### config.mk
export PLATFORM = sky130hd
export DESIGN_NAME = cdb_arbiter_flat
export DESIGN_NICKNAME = d
export VERILOG_FILES = /design/src/rtl/cdb_arbiter_if.sv /design/src/rtl/cdb_arbiter.sv /design/src/flat_wrapper.sv
export SDC_FILE = /design/constraint.sdc
export NUM_CORES = 1
export LEC_CHECK = 0
export BUFFER_PORTS_ARGS = -buffer_cell sky130_fd_sc_hd__buf_4
export CAP_MARGIN = 10
export CORE_UTILIZATION = 35
export CTS_CLUSTER_DIAMETER = 40
export DETAILED_ROUTE_END_ITERATION = 10
export PLACE_DENSITY = 0.71
export SYNTH_ARGS = -nofsm -noshare
export SYNTH_HDL_FRONTEND = slang
export SYNTH_SLANG_ARGS = --single-unit
### constraint.sdc
create_clock -name clk -period 3.77 [get_ports clk]
set_clock_uncertainty 0.1 [all_clocks]
set_input_delay 0.377 -clock clk [delete_from_list [all_inputs] [get_ports clk]]
set_output_delay 0.377 -clock clk [all_outputs]
set_load 0.01 [all_outputs]
### src/rtl/cdb_arbiter_if.sv
// ---------------------------------------------------------------------------
// cdb_arbiter_if
//
// Purpose:
//   Bundles the functional-unit request side and the common data bus (CDB)
//   broadcast side of the CDB arbiter into one interface.
//
// Signals:
//   req_valid    N_FU              per-FU request, held until acknowledged
//   req_result   N_FU*DATA_WIDTH   per-FU result, FU i at [i*DATA_WIDTH +: DATA_WIDTH]
//   req_tag      N_FU*TAG_WIDTH    per-FU tag, packed the same way
//   req_dest     N_FU*5            per-FU destination register, packed the same way
//   req_ack      N_FU              one-hot (or zero) grant, combinational
//   cdb_stall    1                 consumer cannot take a broadcast next cycle
//   flush        1                 pipeline flush
//   cdb_valid    1                 registered broadcast valid
//   cdb_result   DATA_WIDTH        registered broadcast data
//   cdb_tag      TAG_WIDTH         registered broadcast tag
//   cdb_dest_reg 5                 registered broadcast destination register
//
// Modports:
//   master - the FU / consumer side (drives requests, stall and flush)
//   slave  - the arbiter side (drives acks and the broadcast)
// ---------------------------------------------------------------------------
interface cdb_arbiter_if #(
  parameter int N_FU       = 4,
  parameter int DATA_WIDTH = 32,
  parameter int TAG_WIDTH  = 3
);

  logic [N_FU-1:0]            req_valid;
  logic [N_FU*DATA_WIDTH-1:0] req_result;
  logic [N_FU*TAG_WIDTH-1:0]  req_tag;
  logic [N_FU*5-1:0]          req_dest;
  logic [N_FU-1:0]            req_ack;
  logic                       cdb_stall;
  logic                       flush;
  logic                       cdb_valid;
  logic [DATA_WIDTH-1:0]      cdb_result;
  logic [TAG_WIDTH-1:0]       cdb_tag;
  logic [4:0]                 cdb_dest_reg;

  modport master (
    output req_valid,
    output req_result,
    output req_tag,
    output req_dest,
    output cdb_stall,
    output flush,
    input  req_ack,
    input  cdb_valid,
    input  cdb_result,
    input  cdb_tag,
    input  cdb_dest_reg
  );

  modport slave (
    input  req_valid,
    input  req_result,
    input  req_tag,
    input  req_dest,
    input  cdb_stall,
    input  flush,
    output req_ack,
    output cdb_valid,
    output cdb_result,
    output cdb_tag,
    output cdb_dest_reg
  );

endinterface : cdb_arbiter_if

### src/rtl/cdb_arbiter.sv
// ---------------------------------------------------------------------------
// cdb_arbiter
//
// Purpose:
//   Round-robin arbiter that picks one functional-unit result per cycle and
//   broadcasts it on the common data bus one cycle later. The grant (req_ack)
//   is combinational so a request can be accepted in the cycle it appears;
//   the broadcast fields are registered.
//
// Ports:
//   clk  - rising-edge clock
//   rst  - synchronous active-high reset
//   bus  - cdb_arbiter_if.slave: FU requests in, acks and CDB broadcast out
//
// Parameters:
//   N_FU       - number of requesting functional units (2..8)
//   DATA_WIDTH - result width
//   TAG_WIDTH  - ROB/RS tag width
// ---------------------------------------------------------------------------
module cdb_arbiter #(
  parameter int N_FU       = 4,
  parameter int DATA_WIDTH = 32,
  parameter int TAG_WIDTH  = 3
) (
  input  logic           clk,
  input  logic           rst,
  cdb_arbiter_if.slave   bus
);

  localparam int PTR_W = (N_FU > 1) ? $clog2(N_FU) : 1;
  // One extra bit so rr_ptr + offset never overflows before the wrap.
  localparam int IDX_W = PTR_W + 1;
  localparam logic [IDX_W-1:0] N_FU_IDX = IDX_W'(N_FU);
  localparam logic [PTR_W-1:0] LAST_FU  = PTR_W'(N_FU - 1);

  // Registered state
  logic [PTR_W-1:0]      rr_ptr_q,     rr_ptr_d;
  logic                  cdb_valid_q,  cdb_valid_d;
  logic [DATA_WIDTH-1:0] cdb_result_q, cdb_result_d;
  logic [TAG_WIDTH-1:0]  cdb_tag_q,    cdb_tag_d;
  logic [4:0]            cdb_dest_q,   cdb_dest_d;

  // Arbitration
  logic                  grant_any;
  logic [PTR_W-1:0]      grant_idx;
  logic [N_FU-1:0]       grant_oh;
  logic [IDX_W-1:0]      scan_idx;

  // Per-FU fields unpacked from the flat request buses
  logic [DATA_WIDTH-1:0] fu_result [N_FU];
  logic [TAG_WIDTH-1:0]  fu_tag    [N_FU];
  logic [4:0]            fu_dest   [N_FU];

  // Granted FU's fields
  logic [DATA_WIDTH-1:0] sel_result;
  logic [TAG_WIDTH-1:0]  sel_tag;
  logic [4:0]            sel_dest;

  genvar gi;
  generate
    for (gi = 0; gi < N_FU; gi++) begin : g_unpack
      assign fu_result[gi] = bus.req_result[gi*DATA_WIDTH +: DATA_WIDTH];
      assign fu_tag[gi]    = bus.req_tag[gi*TAG_WIDTH +: TAG_WIDTH];
      assign fu_dest[gi]   = bus.req_dest[gi*5 +: 5];
    end
  endgenerate

  // Scan FUs starting at rr_ptr and wrapping; the first valid one wins.
  // Reset, stall and flush all suppress the grant entirely, so nothing
  // downstream needs to re-qualify grant_any.
  always_comb begin
    grant_any = 1'b0;
    grant_idx = '0;
    scan_idx  = '0;
    if (!rst && !bus.cdb_stall && !bus.flush) begin
      for (int k = 0; k < N_FU; k++) begin
        scan_idx = {1'b0, rr_ptr_q} + IDX_W'(k);
        if (scan_idx >= N_FU_IDX) begin
          scan_idx = scan_idx - N_FU_IDX;
        end
        if (!grant_any && bus.req_valid[scan_idx[PTR_W-1:0]]) begin
          grant_any = 1'b1;
          grant_idx = scan_idx[PTR_W-1:0];
        end
      end
    end
  end

  generate
    for (gi = 0; gi < N_FU; gi++) begin : g_ack
      assign grant_oh[gi] = grant_any && (grant_idx == PTR_W'(gi));
    end
  endgenerate

  // AND-OR mux on the one-hot grant; avoids a variable part-select.
  always_comb begin
    sel_result = '0;
    sel_tag    = '0;
    sel_dest   = '0;
    for (int i = 0; i < N_FU; i++) begin
      if (grant_oh[i]) begin
        sel_result = sel_result | fu_result[i];
        sel_tag    = sel_tag    | fu_tag[i];
        sel_dest   = sel_dest   | fu_dest[i];
      end
    end
  end

  // Next-state: broadcast the winner; on no grant drop valid and keep the
  // last data so the bus does not toggle needlessly.
  always_comb begin
    rr_ptr_d     = rr_ptr_q;
    cdb_valid_d  = grant_any;
    cdb_result_d = cdb_result_q;
    cdb_tag_d    = cdb_tag_q;
    cdb_dest_d   = cdb_dest_q;
    if (grant_any) begin
      cdb_result_d = sel_result;
      cdb_tag_d    = sel_tag;
      cdb_dest_d   = sel_dest;
      rr_ptr_d     = (grant_idx == LAST_FU) ? '0 : grant_idx + 1'b1;
    end
  end

  always_ff @(posedge clk) begin
    if (rst) begin
      rr_ptr_q     <= '0;
      cdb_valid_q  <= 1'b0;
      cdb_result_q <= '0;
      cdb_tag_q    <= '0;
      cdb_dest_q   <= '0;
    end else begin
      rr_ptr_q     <= rr_ptr_d;
      cdb_valid_q  <= cdb_valid_d;
      cdb_result_q <= cdb_result_d;
      cdb_tag_q    <= cdb_tag_d;
      cdb_dest_q   <= cdb_dest_d;
    end
  end

  assign bus.req_ack      = grant_oh;
  assign bus.cdb_valid    = cdb_valid_q;
  assign bus.cdb_result   = cdb_result_q;
  assign bus.cdb_tag      = cdb_tag_q;
  assign bus.cdb_dest_reg = cdb_dest_q;

endmodule : cdb_arbiter

### src/flat_wrapper.sv
// flat-port wrapper written by rule: the top's interface ports become plain ports
module cdb_arbiter_flat 
#(
  parameter int N_FU       = 4,
  parameter int DATA_WIDTH = 32,
  parameter int TAG_WIDTH  = 3
)
  (clk, rst, bus_req_valid, bus_req_result, bus_req_tag, bus_req_dest, bus_cdb_stall, bus_flush, bus_req_ack, bus_cdb_valid, bus_cdb_result, bus_cdb_tag, bus_cdb_dest_reg);
  cdb_arbiter_if #(.N_FU(N_FU), .DATA_WIDTH(DATA_WIDTH), .TAG_WIDTH(TAG_WIDTH)) bus_i ();
  input  logic clk;
  input  logic rst;
  input wire logic [$bits(bus_i.req_valid)-1:0] bus_req_valid;
  input wire logic [$bits(bus_i.req_result)-1:0] bus_req_result;
  input wire logic [$bits(bus_i.req_tag)-1:0] bus_req_tag;
  input wire logic [$bits(bus_i.req_dest)-1:0] bus_req_dest;
  input wire logic [$bits(bus_i.cdb_stall)-1:0] bus_cdb_stall;
  input wire logic [$bits(bus_i.flush)-1:0] bus_flush;
  output wire logic [$bits(bus_i.req_ack)-1:0] bus_req_ack;
  output wire logic [$bits(bus_i.cdb_valid)-1:0] bus_cdb_valid;
  output wire logic [$bits(bus_i.cdb_result)-1:0] bus_cdb_result;
  output wire logic [$bits(bus_i.cdb_tag)-1:0] bus_cdb_tag;
  output wire logic [$bits(bus_i.cdb_dest_reg)-1:0] bus_cdb_dest_reg;
  assign bus_i.req_valid = bus_req_valid;
  assign bus_i.req_result = bus_req_result;
  assign bus_i.req_tag = bus_req_tag;
  assign bus_i.req_dest = bus_req_dest;
  assign bus_i.cdb_stall = bus_cdb_stall;
  assign bus_i.flush = bus_flush;
  assign bus_req_ack = bus_i.req_ack;
  assign bus_cdb_valid = bus_i.cdb_valid;
  assign bus_cdb_result = bus_i.cdb_result;
  assign bus_cdb_tag = bus_i.cdb_tag;
  assign bus_cdb_dest_reg = bus_i.cdb_dest_reg;
  cdb_arbiter #(.N_FU(N_FU), .DATA_WIDTH(DATA_WIDTH), .TAG_WIDTH(TAG_WIDTH)) u_core (.clk(clk), .rst(rst), .bus(bus_i));
endmodule
==> impl_metrics.json <==
{
  "fp.dieW_um": 92.36,
  "synth-main-ff-cell": "dfxtp_1",
  "status": "complete, no violations",
  "timing.rr.end": "u_core.bus.cdb_tag[0]",
  "track_usage_pct": 23.14,
  "rr_worst_depth": 7,
  "drcViolationCount": 0,
  "dp_cells": 564,
  "initial_utilization_pct": 36.60,
  "worst_ir_drop_vdd_mv": 0.1284,
  "hold_class": "in2reg",
  "r2r_slack_ps": 1080,
  "first_pass_iters": 5,
  "finalMaxSlewViolations": 0,
  "relSlewSlack_pct": 52.58,
  "syn_area_per_cell_um2": 10.24,
  "setup_tns_ps": 0,
  "cts_tree": "built",
  "final_antenna_net_count": 0,
  "core.rowCount": 32,
  "cts_buffers": 5,
  "crit_type": "reg2out",
  "min_period_ps": 3136,
  "synth_edf_count": 0,
  "hp-start": "bus_flush",
  "cts_root_buf": "clkbuf_8",
  "grt_overflow": 0,
  "die_area_um2": 8530,
  "die_y_um": 92.36,
  "setup_viol": 0,
  "layout_commonest_cell": "buf_4",
  "largest_reg_flops": 32,
  "grt_pass1_vias": 3118,
  "syn-num-nets": 451,
  "total_leakage_power_nw": 1.868,
  "ys_warn_count": 0,
  "dp_hpwl_um": 7372,
  "grt_pass1_wl_um": 15560,
  "ys_seq_area_share_pct": 30.12,
  "powerDensity_nw_per_um2": 257.6,
  "grt_antenna_before_repair": 0,
  "areaGrowthSynthToFinish_pct": 58.76,
  "antenna_cells": 0,
  "drt_iter0_drc": 97,
  "holdBufCountCts": 0,
  "async_reset_ff_share_pct": 0,
  "reg2reg_from": "u_core.rr_ptr_q[1]",
  "syn_area_um2": 2858,
  "utilization_pct": 58.11,
  "min_to": "u_core.rr_ptr_q[1]",
  "via_count": 3224,
  "post_drt_wl_per_cell_um": 17.97,
  "crit_fanout": 30,
  "io_pins": 213,
  "drv_cap": 0,
  "cts.sinks": 43,
  "ys_seq_elements": 43,
  "arrival_ps": 2660,
  "vias_per_cell": 5.636,
  "cts_resized": 0,
  "fill_cells": 682,
  "cts.htree.levels": 2,
  "stdcell_count": 572,
  "rsz0062_at_grt": "no",
  "fin_nets": 641,
  "grt_max_degree": 48,
  "core_um2": 7807,
  "yosys.area.top_type_share_pct": 30.12,
  "synthTopCellsByArea": "dfxtp_1 30%, a22oi_1 21%, a311oi_2 20%",
  "synth_cell_types": 35,
  "clockBufferDepth": 2,
  "layout_common_cells": "222 x buf_4, 80 x a22oi_1, 43 x dfxtp_1, 39 x a311oi_2, 25 x a21oi_2",
  "critPathLaunchType": "flip-flop",
  "hold_depth": 4,
  "hold_viol_final": 0,
  "drive_above_1_share_pct": 63.19,
  "insertion_delay_ps": 300,
  "gp_congestion": 0.8911,
  "critical_path_required_ps": 3290,
  "fin_crit_sh_pct": 83.18,
  "clk_pin_slew_worst_paths_ps": 80,
  "netlist_instances": 279,
  "regArea_um2": 860.8,
  "cts_setup_buffers": 0,
  "multiInputGateArea_um2": 1772,
  "wirelength_um": 10280,
  "timing.fmax_mhz": 318.9,
  "port_buffers": 212,
  "yosys.area.top_type": "dfxtp_1",
  "tightest_slew_ps": 711.2,
  "end_kind": "primary output"
}
metal layers:
metal | up-vias | part of all wire (%) | wire [um] | GRT usage [%]
met5 | - | 0 | 0 | 0
met4 | 0 | 1.2 | 122 | 5.469
met3 | 10 | 6.9 | 712 | 4.105
met2 | 150 | 53 | 5448 | 43.83
met1 | 1529 | 39 | 3994 | 26.60
li1 | 1535 | - | - | -
worst max path at each step:
stage                                   from              to  slack (ps)  cells after the start
after floorplan                          rst  bus_req_ack[3]        1140                      9
after global placement                   rst  bus_req_ack[1]         790                      8
final                     u_core.rr_ptr_q[1]  bus_req_ack[1]         630                      7
after detailed placement                 rst  bus_req_ack[1]         710                      8
after CTS                 u_core.rr_ptr_q[1]  bus_req_ack[1]         680                      7
after global routing      u_core.rr_ptr_q[1]  bus_req_ack[1]         420                      7
synthesized netlist by cell type, types with 2 or more instances:
cell / instances
o311a_1: 2
a22oi_1: 80
ha_1: 4
buf_6: 8
a311oi_2: 39
dfxtp_1: 43
a21oi_1: 18
a21oi_2: 25
buf_2: 4
and3_1: 4
nor4bb_1: 2
nand2b_1: 2
clkbuf_1: 26
report_power, final:
| part | internal [mW] | total, mW | switching, mW |
|---|---|---|---|
| clock network | 0.168 | 0.335 | 0.167 |
| registers | 0.477 | 0.493 | 0.0160 |
| logic | 0.199 | 0.341 | 0.141 |
| total | 0.844 | 1.17 | 0.324 |
worst max-delay path: stages (launching register included):
cell and delay [ps]:
dfxtp_1 470, mux2i_1 220, o22ai_1 150, nor3_1 260
ha_1 510, buf_4 410, and3_1 210, buf_4 120
through the flow:
step	power (mW)	instance area, um^2	worst slack (ps)	hold WS, ps
after floorplan	0.6502	2858	1144	433.2
after global routing	1.222	4537	419.7	311.1
after global placement	0.8396	4437	792.4	414.2
final	1.169	4537	634.0	314.1
after CTS	1.175	4537	677.4	307.8
after detailed placement	0.8455	4437	707.6	419.0
cells by family after synthesis:
kind of cell,after synthesis,synth area share [%]
compound gates,172,55.21
buf+inv,41,7.881
flops,43,30.12
simple gates,18,4.684
fa+ha+maj,4,1.751
mux,1,0.3503
final cells by class:
class,instances,area share [%]
multi-input combinational,195,39.05
timing repair buffer,222,36.73
sequential,43,18.97
tap,102,2.813
clock buffer,8,2.206
inverter,2,0.2206
(Power assumes the default switching activity.)
